`config.mk`:
```
export PLATFORM = sky130hd
export DESIGN_NAME = prbs_win_mon
export DESIGN_NICKNAME = d
export VERILOG_FILES = /design/src/rtl/prbs23_checker_pkg.sv /design/src/rtl/prbs23_checker_win_mon.sv
export SDC_FILE = /design/constraint.sdc
export NUM_CORES = 1
export LEC_CHECK = 0
export ABC_CLOCK_PERIOD_IN_PS = 3700
export BUFFER_PORTS_ARGS = -buffer_cell sky130_fd_sc_hd__buf_2
export CORE_UTILIZATION = 33
export CTS_BUF_LIST = sky130_fd_sc_hd__clkbuf_8
export DETAILED_ROUTE_END_ITERATION = 10
export PLACE_DENSITY = 0.55
export SETUP_SLACK_MARGIN = 0.5
export SYNTH_ARGS = -nofsm -noshare
export SYNTH_HDL_FRONTEND = slang
export SYNTH_SLANG_ARGS = --single-unit
```
`constraint.sdc`:
```
create_clock -name clk -period 3.7 [get_ports clk]
set_input_delay 0.555 -clock clk [delete_from_list [all_inputs] [get_ports clk]]
set_output_delay 0.555 -clock clk [all_outputs]
set_load 0.05 [all_outputs]
```
`src/rtl/prbs23_checker_pkg.sv`:
```
// Shared PRBS-23 definitions: polynomial taps, checker state encoding and the predictor.
package prbs23_checker_pkg;

  localparam int PRBS_LEN = 23;
  localparam int TAP_A    = 4;
  localparam int TAP_B    = 22;

  typedef enum logic [1:0] {
    SEED   = 2'd0,
    ACQ    = 2'd1,
    LOCKED = 2'd2
  } state_e;

  function automatic logic prbs_pred(input logic [PRBS_LEN-1:0] sr);
    return sr[TAP_A] ^ sr[TAP_B];
  endfunction

endpackage

```
`src/rtl/prbs23_checker_win_mon.sv`:
```
// Error-density monitor: counts errors per WINDOW-bit window and flags loss of lock.
module prbs_win_mon
  import prbs23_checker_pkg::*;
#(
  parameter int WINDOW     = 256,
  parameter int UNLOCK_ERR = 8
) (
  input  logic clk,
  input  logic rst_n,
  input  logic clr_i,
  input  logic beat_i,
  input  logic err_i,
  output logic unlock_o
);

  localparam int BW = (WINDOW > 1) ? $clog2(WINDOW) : 1;
  localparam int EW = $clog2(UNLOCK_ERR + 1);
  localparam logic [BW-1:0] WRAP_AT = BW'(WINDOW - 1);
  localparam logic [EW:0]   ERR_LIM = (EW+1)'(UNLOCK_ERR);

  logic [BW-1:0] bit_q, bit_d;
  logic [EW-1:0] err_q, err_d;
  logic [EW:0]   err_sum;
  logic          wrap;

  // The current error is added before the unlock test; a wrap on the same beat then zeroes the count.
  always_comb begin
    err_sum  = {1'b0, err_q} + {{EW{1'b0}}, err_i};
    wrap     = (bit_q == WRAP_AT);
    unlock_o = beat_i && (err_sum >= ERR_LIM);
    bit_d    = bit_q;
    err_d    = err_q;
    if (clr_i) begin
      bit_d = '0;
      err_d = '0;
    end else if (beat_i) begin
      bit_d = wrap ? '0 : bit_q + BW'(1);
      err_d = wrap ? '0 : err_sum[EW-1:0];
    end
  end

  always_ff @(posedge clk or negedge rst_n) begin
    if (!rst_n) begin
      bit_q <= '0;
      err_q <= '0;
    end else begin
      bit_q <= bit_d;
      err_q <= err_d;
    end
  end

endmodule

```
Word level (Yosys, flattened, before mapping). Cells that the tools add are included.

Order comparisons: 1. Mux-type cells: 6. Add/subtract/negate cells: 2. Equality and inequality tests: 1. Reductions and logical operators: 2.

Operators by type and width (number): $mux 8 (3); $mux 4 (3); $add 8x1->8 const B (1); $eq 8x8->1 const B (1); $add 4x1->5 (1); $ge 5x4->1 const B (1); $reduce_bool 2->1 (1); $logic_and 1x1->1 (1).

Logic and storage cells: 14. Input bits: 5. Register bits: 12. Output and inout port bits: 1.

Logic depth before layout (Yosys ltp). Gate-level depths: netlist of run 1.

Depth after elaboration: 4. Gate-level depth with buffers: 5. Mapped depth without buffers: 5.

Worst setup path before layout of run 1. No wires, ideal clock.

Path kind: input port to output port. Start: input port err_i. End: output port unlock_o. Slack: 1.008 ns. Arrival time: 2.137 ns. Path buffers: 0. Cell stages on the path: 4. Path through: ha_1 ha_1 a211oi_1 a211oi_1.

Word-level cells in the longest chain between the ends: 3.

RTL lines: start: declaration (RTL line prbs23_checker_win_mon.sv:12) `input logic err_i,`; $add 4x1->5 (RTL line prbs23_checker_win_mon.sv:28) `err_sum = {1'b0, err_q} + {{EW{1'b0}}, err_i};`; $ge 5x4->1 (RTL line prbs23_checker_win_mon.sv:30) `unlock_o = beat_i && (err_sum >= ERR_LIM);`; $logic_and 1x1->1 (RTL line prbs23_checker_win_mon.sv:30); end: declaration (RTL line prbs23_checker_win_mon.sv:13) `output logic unlock_o`.

No other way between the ends.

Worst setup path in the final report of run 1. Ends and elaborated chain as after synthesis.

==> results of run 1 <==
==> layer usage <==
metal / share of wire, % / vias to the layer above / routed length [um]
met5: 0 / - / 0
met4: 0.79 / 0 / 11
met3: 6.2 / 2 / 87
met2: 45 / 16 / 622
met1: 48 / 260 / 673
li1: - / 274 / -
==> final cells by class <==
| cell class | count | area [um2] | area share [%] |
|---|---|---|---|
| Tap cell | 25 | 31.3 | 4.04 |
| Clock buffer | 4 | 55.1 | 7.11 |
| Inverter | 3 | 11.3 | 1.45 |
| Timing Repair Buffer | 5 | 25.0 | 3.23 |
| Multi-Input combinational cell | 52 | 352 | 45.4 |
| Sequential cell | 12 | 300 | 38.8 |
==> cells in the mapped netlist (all sizes together) <==
master / count / area share [%]
and3b: 1 / 1.3
a311oi: 1 / 1.3
or4: 2 / 2.2
o221ai: 1 / 1.3
clkbuf: 1 / 0.56
o32ai: 1 / 1.3
nor2b: 3 / 2.8
ha: 3 / 5.6
inv: 3 / 1.7
nor2: 4 / 2.2
a41oi: 1 / 1.3
dfrtp: 12 / 45
a211oi: 2 / 2.2
or3: 1 / 0.93
o211ai: 3 / 3.4
o21ai: 3 / 2.2
a221oi: 1 / 1.3
a21oi: 5 / 3.7
nand4: 2 / 2.8
o22ai: 1 / 0.93
a31oi: 1 / 0.93
xor2: 2 / 2.6
nand2: 7 / 3.9
nand3: 3 / 3.0
nand2b: 1 / 0.93
o31ai: 1 / 1.1
buf: 1 / 0.56
mux2i: 2 / 3.0
==> per-stage QoR <==
step / utilization [%] / cells / area [um2] / total power [mW]
floorplan: - / 69 / 671 / 0.153
global placement: 39.5 / 97 / 719 / 0.162
detailed placement: 39.5 / 97 / 719 / 0.163
CTS: 42.5 / 101 / 774 / 0.311
global route: 42.5 / 101 / 774 / 0.325
finish: 42.5 / 101 / 774 / 0.304
==> final timing paths <==
| check | from | end | slack (ns) | cells after the start |
|---|---|---|---|---|
| min in group clk | err_q[0] | err_q[0] | 0.54 | 2 |
| max in group asynchronous | rst_n | bit_q[2] | 3.29 | 1 |
| min reg2reg | err_q[0] | err_q[0] | 0.54 | 2 |
| max reg2reg | bit_q[0] | bit_q[6] | 2.08 | 4 |
| min | rst_n | err_q[2] | 0.18 | 1 |
| max | err_i | unlock_o | 1.59 | 6 |
==> power groups by stage <==
| stage | logic [mW] | clock network, mW | registers (mW) |
|---|---|---|---|
| global placement | 0.0209 | 0 | 0.141 |
| floorplan | 0.0127 | 0 | 0.141 |
| CTS | 0.0211 | 0.151 | 0.139 |
| finish | 0.0203 | 0.145 | 0.140 |
| detailed placement | 0.0211 | 0 | 0.142 |
| global route | 0.0232 | 0.161 | 0.140 |
==> sequential cells by signal, indices dropped and copies added (netlist names) <==
register / flops
err_q: 4
bit_q: 8
==> cells by family after synthesis <==
group | synth area share, %
flops | 44.8
compound gates | 21.1
buf+inv | 2.80
fa+ha+maj | 5.60
mux | 2.99
simple gates | 20.2
xor+xnor | 2.61
==> impl_metrics.yaml, run 1 <==
die:
  fp.coreArea_um2: 1820
  die_w_um: 47.1
  row_count: 15
  die_h_um: 47.1
  dieArea_um2: 2220
  io_pins: 6
  start_util_pct: 36.8
grt:
  busiest_layer: "met2"
  grt.met3_usage_pct: 6.92
  grt_first_pass_wirelength_um: 2300
  grt_pass1_vias: 505
  use_met1_pct: 19.4
  antenna_found_initial: 0
  grt_max_degree: 15
  grt.overflow.total: 0
  met2_usage_pct: 23.3
  grt.total_usage_pct: 15.4
worst_setup_path:
  worstPathRequired_ns: 3.14
  crit_slowest_cell: "buf_2"
  cp_top_family: "adder cells"
  end_kind: "primary output"
  path_cells: "buf_2 > ha_1 > ha_1 > a211oi_1 > a211oi_1 > buf_2"
  worst-path-buf-inv: 2
  slowest_delay_ns: 0.22
  startpoint_type: "input pin"
  crit_fanout: 3
  critical_path_arrival_ns: 1.55
  crit_type: "input pin to primary output"
cts:
  cts_repair_resize_count: 0
  cts_tree: "yes"
  htreeDepth: 1
  clockBufferDepth: 2
  cts_setup_buffers: 0
  root_buffer: "clkbuf_8"
  cts.sinks: 12
  clkLatencyLatePin_ns: 0.24
  cts_made_buffers: 3
  postCtsHoldBufs: 0
  clkTransAtPathRegs_ns: 0.06
routing:
  drtIter0Drc: 12
  ant_nets: 0
  vias: 552
  routedWlPerCell_um: 13.8
  drc: 0
  drt-total-wl_um: 1400
  dr.pass1.iters: 4
  drt-vias-per-instance: 5.47
timing:
  fin_skew_ns: 0.00769
  worstMarginPinSlew_ns: 0.296
  clock.fmax_mhz: 475
  relSlewSlack_pct: 80.2
  fin_ws_ns: 1.59
  finalCriticalPeriod_ns: 2.11
  slew_viol_final: 0
  setup_viol: 0
  fin_setup_tns_ns: 0
  hold_viol_final: 0
  worst_hold_slack_ns: 0.182
  timing.final.crit_share_pct: 56.9
  rsz0062_at_grt: "no"
power_and_ir_drop:
  irDropWorstVdd_mv: 0.320
  p_sw_share_pct: 22.2
  pwr-share-clk_pct: 47.5
  netSwitchingPower_uw: 67.7
  p_leak_nw: 0.330
  p_comb_share_pct: 6.7
  intPower_uw: 237
  p_per_area_nw_per_um2: 393
  p_seq_share_pct: 45.8
cells_and_area:
  fill_cells: 195
  area_growth_pct: 15.5
  final_nets: 85
  layout_common_cells: "12 x dfrtp_1, 7 x nand2_1, 5 x a21oi_1, 5 x buf_2"
  final_common_cell: "dfrtp_1"
  drive_gt1_share_pct: 14.5
  diodes: 0
logic_synthesis:
  synth_area_um2: 671
  syn_nets: 77
  ys_seq_elements: 12
  syn_inst: 69
  syn_avg_cell_area_um2: 9.72
  yosysWarnings: 0
  synth.distinct_cells: 31
  yosysSeqAreaShare_pct: 44.8
placement:
  dp_slack_ns: 1.58
  post-dp-hpwl_um: 915
  io_buffers: 5
  gpl.final_weighted_congestion: 0.704
outcome:
  outcome: "finished clean"
flow_run:
  maxCapViolCount: 0
hold_path:
  hold_path.class: "input pin to asynchronous set/reset pin"
No activity file was read; power rests on OpenSTA's default activity.
==> run 2, diff against run 1 <==
--- a/config.mk
+++ b/config.mk
@@ -5,12 +5,12 @@
 export SDC_FILE = /design/constraint.sdc
 export NUM_CORES = 1
 export LEC_CHECK = 0
-export ABC_CLOCK_PERIOD_IN_PS = 3700
+export ABC_CLOCK_PERIOD_IN_PS = 1900
 export BUFFER_PORTS_ARGS = -buffer_cell sky130_fd_sc_hd__buf_2
 export CORE_UTILIZATION = 33
 export CTS_BUF_LIST = sky130_fd_sc_hd__clkbuf_8
 export DETAILED_ROUTE_END_ITERATION = 10
-export PLACE_DENSITY = 0.55
+export PLACE_DENSITY = 0.57
 export SETUP_SLACK_MARGIN = 0.5
 export SYNTH_ARGS = -nofsm -noshare
 export SYNTH_HDL_FRONTEND = slang
==> constraint.sdc (replaced) <==
create_clock -name clk -period 1.9 [get_ports clk]
set_input_delay 0.285 -clock clk [delete_from_list [all_inputs] [get_ports clk]]
set_output_delay 0.285 -clock clk [all_outputs]
set_load 0.05 [all_outputs]
==> impl_metrics.yaml, run 2 (synthesized netlist as in run 1, its figures left out) <==
timing:
  fin_ws_ns: 0.162
  setup_viol: 0
  fin_skew_ns: 0.00135
  worstMarginPinSlew_ns: 0.318
  hold_viol_final: 0
  rsz0062_at_grt: "yes"
  fin_setup_tns_ns: 0
  finalCriticalPeriod_ns: 1.74
  slew_viol_final: 0
  timing.final.crit_share_pct: 91.5
  relSlewSlack_pct: 78.8
  clock.fmax_mhz: 576
worst_setup_path:
  cp_common_cell: "a211oi_4"
  slowest_delay_ns: 0.38
  critical_path_arrival_ns: 1.45
  crit_slowest_cell: "dfrtp_1"
  r2r-end: "bit_q[5]"
  worst-path-buf-inv: 1
  cp_top_family: "adder cells"
  crit_type: "flip-flop to primary output"
  rrSetupSlack_ns: 0.56
  r2r_cells: 5
  crit_fanout: 3
  reg2reg_from: "bit_q[0]"
  worstSetupStartpoint: "err_q[0]"
  end_kind: "primary output"
  path_cells: "ha_2 > ha_4 > a211oi_4 > a211oi_4 > buf_6"
  startpoint_type: "flip-flop"
  worstPathRequired_ns: 1.62
cts:
  clkTransAtPathRegs_ns: 0.05
  htreeDepth: 1
  clkLatencyLatePin_ns: 0.24
  root_buffer: "clkbuf_8"
  cts.sinks: 12
  cts_made_buffers: 3
  clockBufferDepth: 2
  cts_tree: "yes"
hold_path:
  hold_path.class: "input pin to flip-flop"
  hold_path_end: "bit_q[0]"
  whs_path_depth: 2
  hp-start: "clr_i"
routing:
  drtIter0Drc: 3
  dr.pass1.iters: 4
  routedWlPerCell_um: 14.1
  drt-total-wl_um: 1470
  drc: 0
  vias: 562
  drt-vias-per-instance: 5.40
  ant_nets: 0
die:
  start_util_pct: 36.8
  dieArea_um2: 2220
  row_count: 15
  fp.coreArea_um2: 1820
  die_h_um: 47.1
  io_pins: 6
  die_w_um: 47.1
cells_and_area:
  max_flop_register: "bit_q"
  final_common_cell: "dfrtp_1"
  biggestRegsByFlops: "bit_q (8), err_q (4)"
  area_growth_pct: 29.3
  diodes: 0
  layout_common_cells: "9 x dfrtp_1, 7 x nand2_1, 5 x a21oi_1"
  drive_gt1_share_pct: 27.8
  final_util_pct: 47.6
  largest_reg_flops: 8
  final_nets: 88
power_and_ir_drop:
  irDropWorstVdd_mv: 0.464
  p_leak_nw: 0.335
  p_seq_share_pct: 45.7
  pwr-share-clk_pct: 46.3
  intPower_uw: 467
  p_comb_share_pct: 8.0
  netSwitchingPower_uw: 133
  p_per_area_nw_per_um2: 692
  p_sw_share_pct: 22.1
grt:
  grt_max_degree: 15
  grt.overflow.total: 0
  grt_first_pass_wirelength_um: 2340
  grt_pass1_vias: 550
  grt.total_usage_pct: 15.8
  antenna_found_initial: 0
flow_run:
  maxCapViolCount: 0
placement:
  gpl.final_weighted_congestion: 0.698
  io_buffers: 5
  dp_slack_ns: 0.345
  post-dp-hpwl_um: 954
outcome:
  outcome: "finished clean"
==> run 2: changes by cell type in the layout (fill, tap and decap cells not counted), moves of 2 or more <==
cell	previous run	this run
a211oi_1	2	0
a211oi_4	0	2
buf_4	0	2
dfrtp_1	12	9
dfrtp_2	0	3
ha_1	3	0
ha_4	0	2
==> run 2: worst max-delay path by stage <==
stage               end  depth (start not counted)
2_1_floorplan  unlock_o                          3
3_3_place_gp   unlock_o                          4
3_5_place_dp   unlock_o                          5
4_1_cts        unlock_o                          5
5_1_grt        unlock_o                          5
6_report       unlock_o                          5
==> run 2: layer usage <==
metal / vias up / part of all wire (%) / GRT usage, %
met3: 2 / 2.9 / 2.31
met2: 10 / 50 / 25.8
met4: 0 / 0.68 / 10.3
met5: - / 0 / 0
met1: 273 / 46 / 19.3
li1: 277 / - / -
==> run 2: per-stage QoR <==
stage	instances	area (um2)	hold WS (ns)	total power, mW
after detailed placement	98	764	0.182	0.319
after global placement	98	764	0.183	0.319
after floorplan	69	708	-0.0106	0.301
after CTS	103	846	0.388	0.604
after global routing	104	867	0.403	0.628
final	104	867	0.388	0.600
==> run 2: power by group through the flow <==
stage               Sequential, mW  Combinational (mW)  Clock [mW]
global route                 0.275              0.0563       0.297
floorplan                    0.275              0.0268           0
finish                       0.274              0.0479       0.278
global placement             0.276              0.0426           0
detailed placement           0.276              0.0431           0
CTS                          0.272              0.0451       0.287
==> run 2: timing repair <==
| item | in CTS | in global routing |
|---|---|---|
| endpoints found under the hold margin | 12 | 0 |
| gates resized for setup | 4 | 4 |
| endpoints found under the setup margin | 4 | 8 |
| setup buffers | 0 | 1 |
| hold buffers | 1 | 0 |
| pin swaps | 0 | 1 |
==> run 2: final cells by class <==
class / instances / area, um2
Fill cell: 187 / 953
Timing Repair Buffer: 8 / 56.3
Multi-Input combinational cell: 52 / 409
Inverter: 3 / 11.3
Clock buffer: 4 / 55.1
Tap cell: 25 / 31.3
Sequential cell: 12 / 304
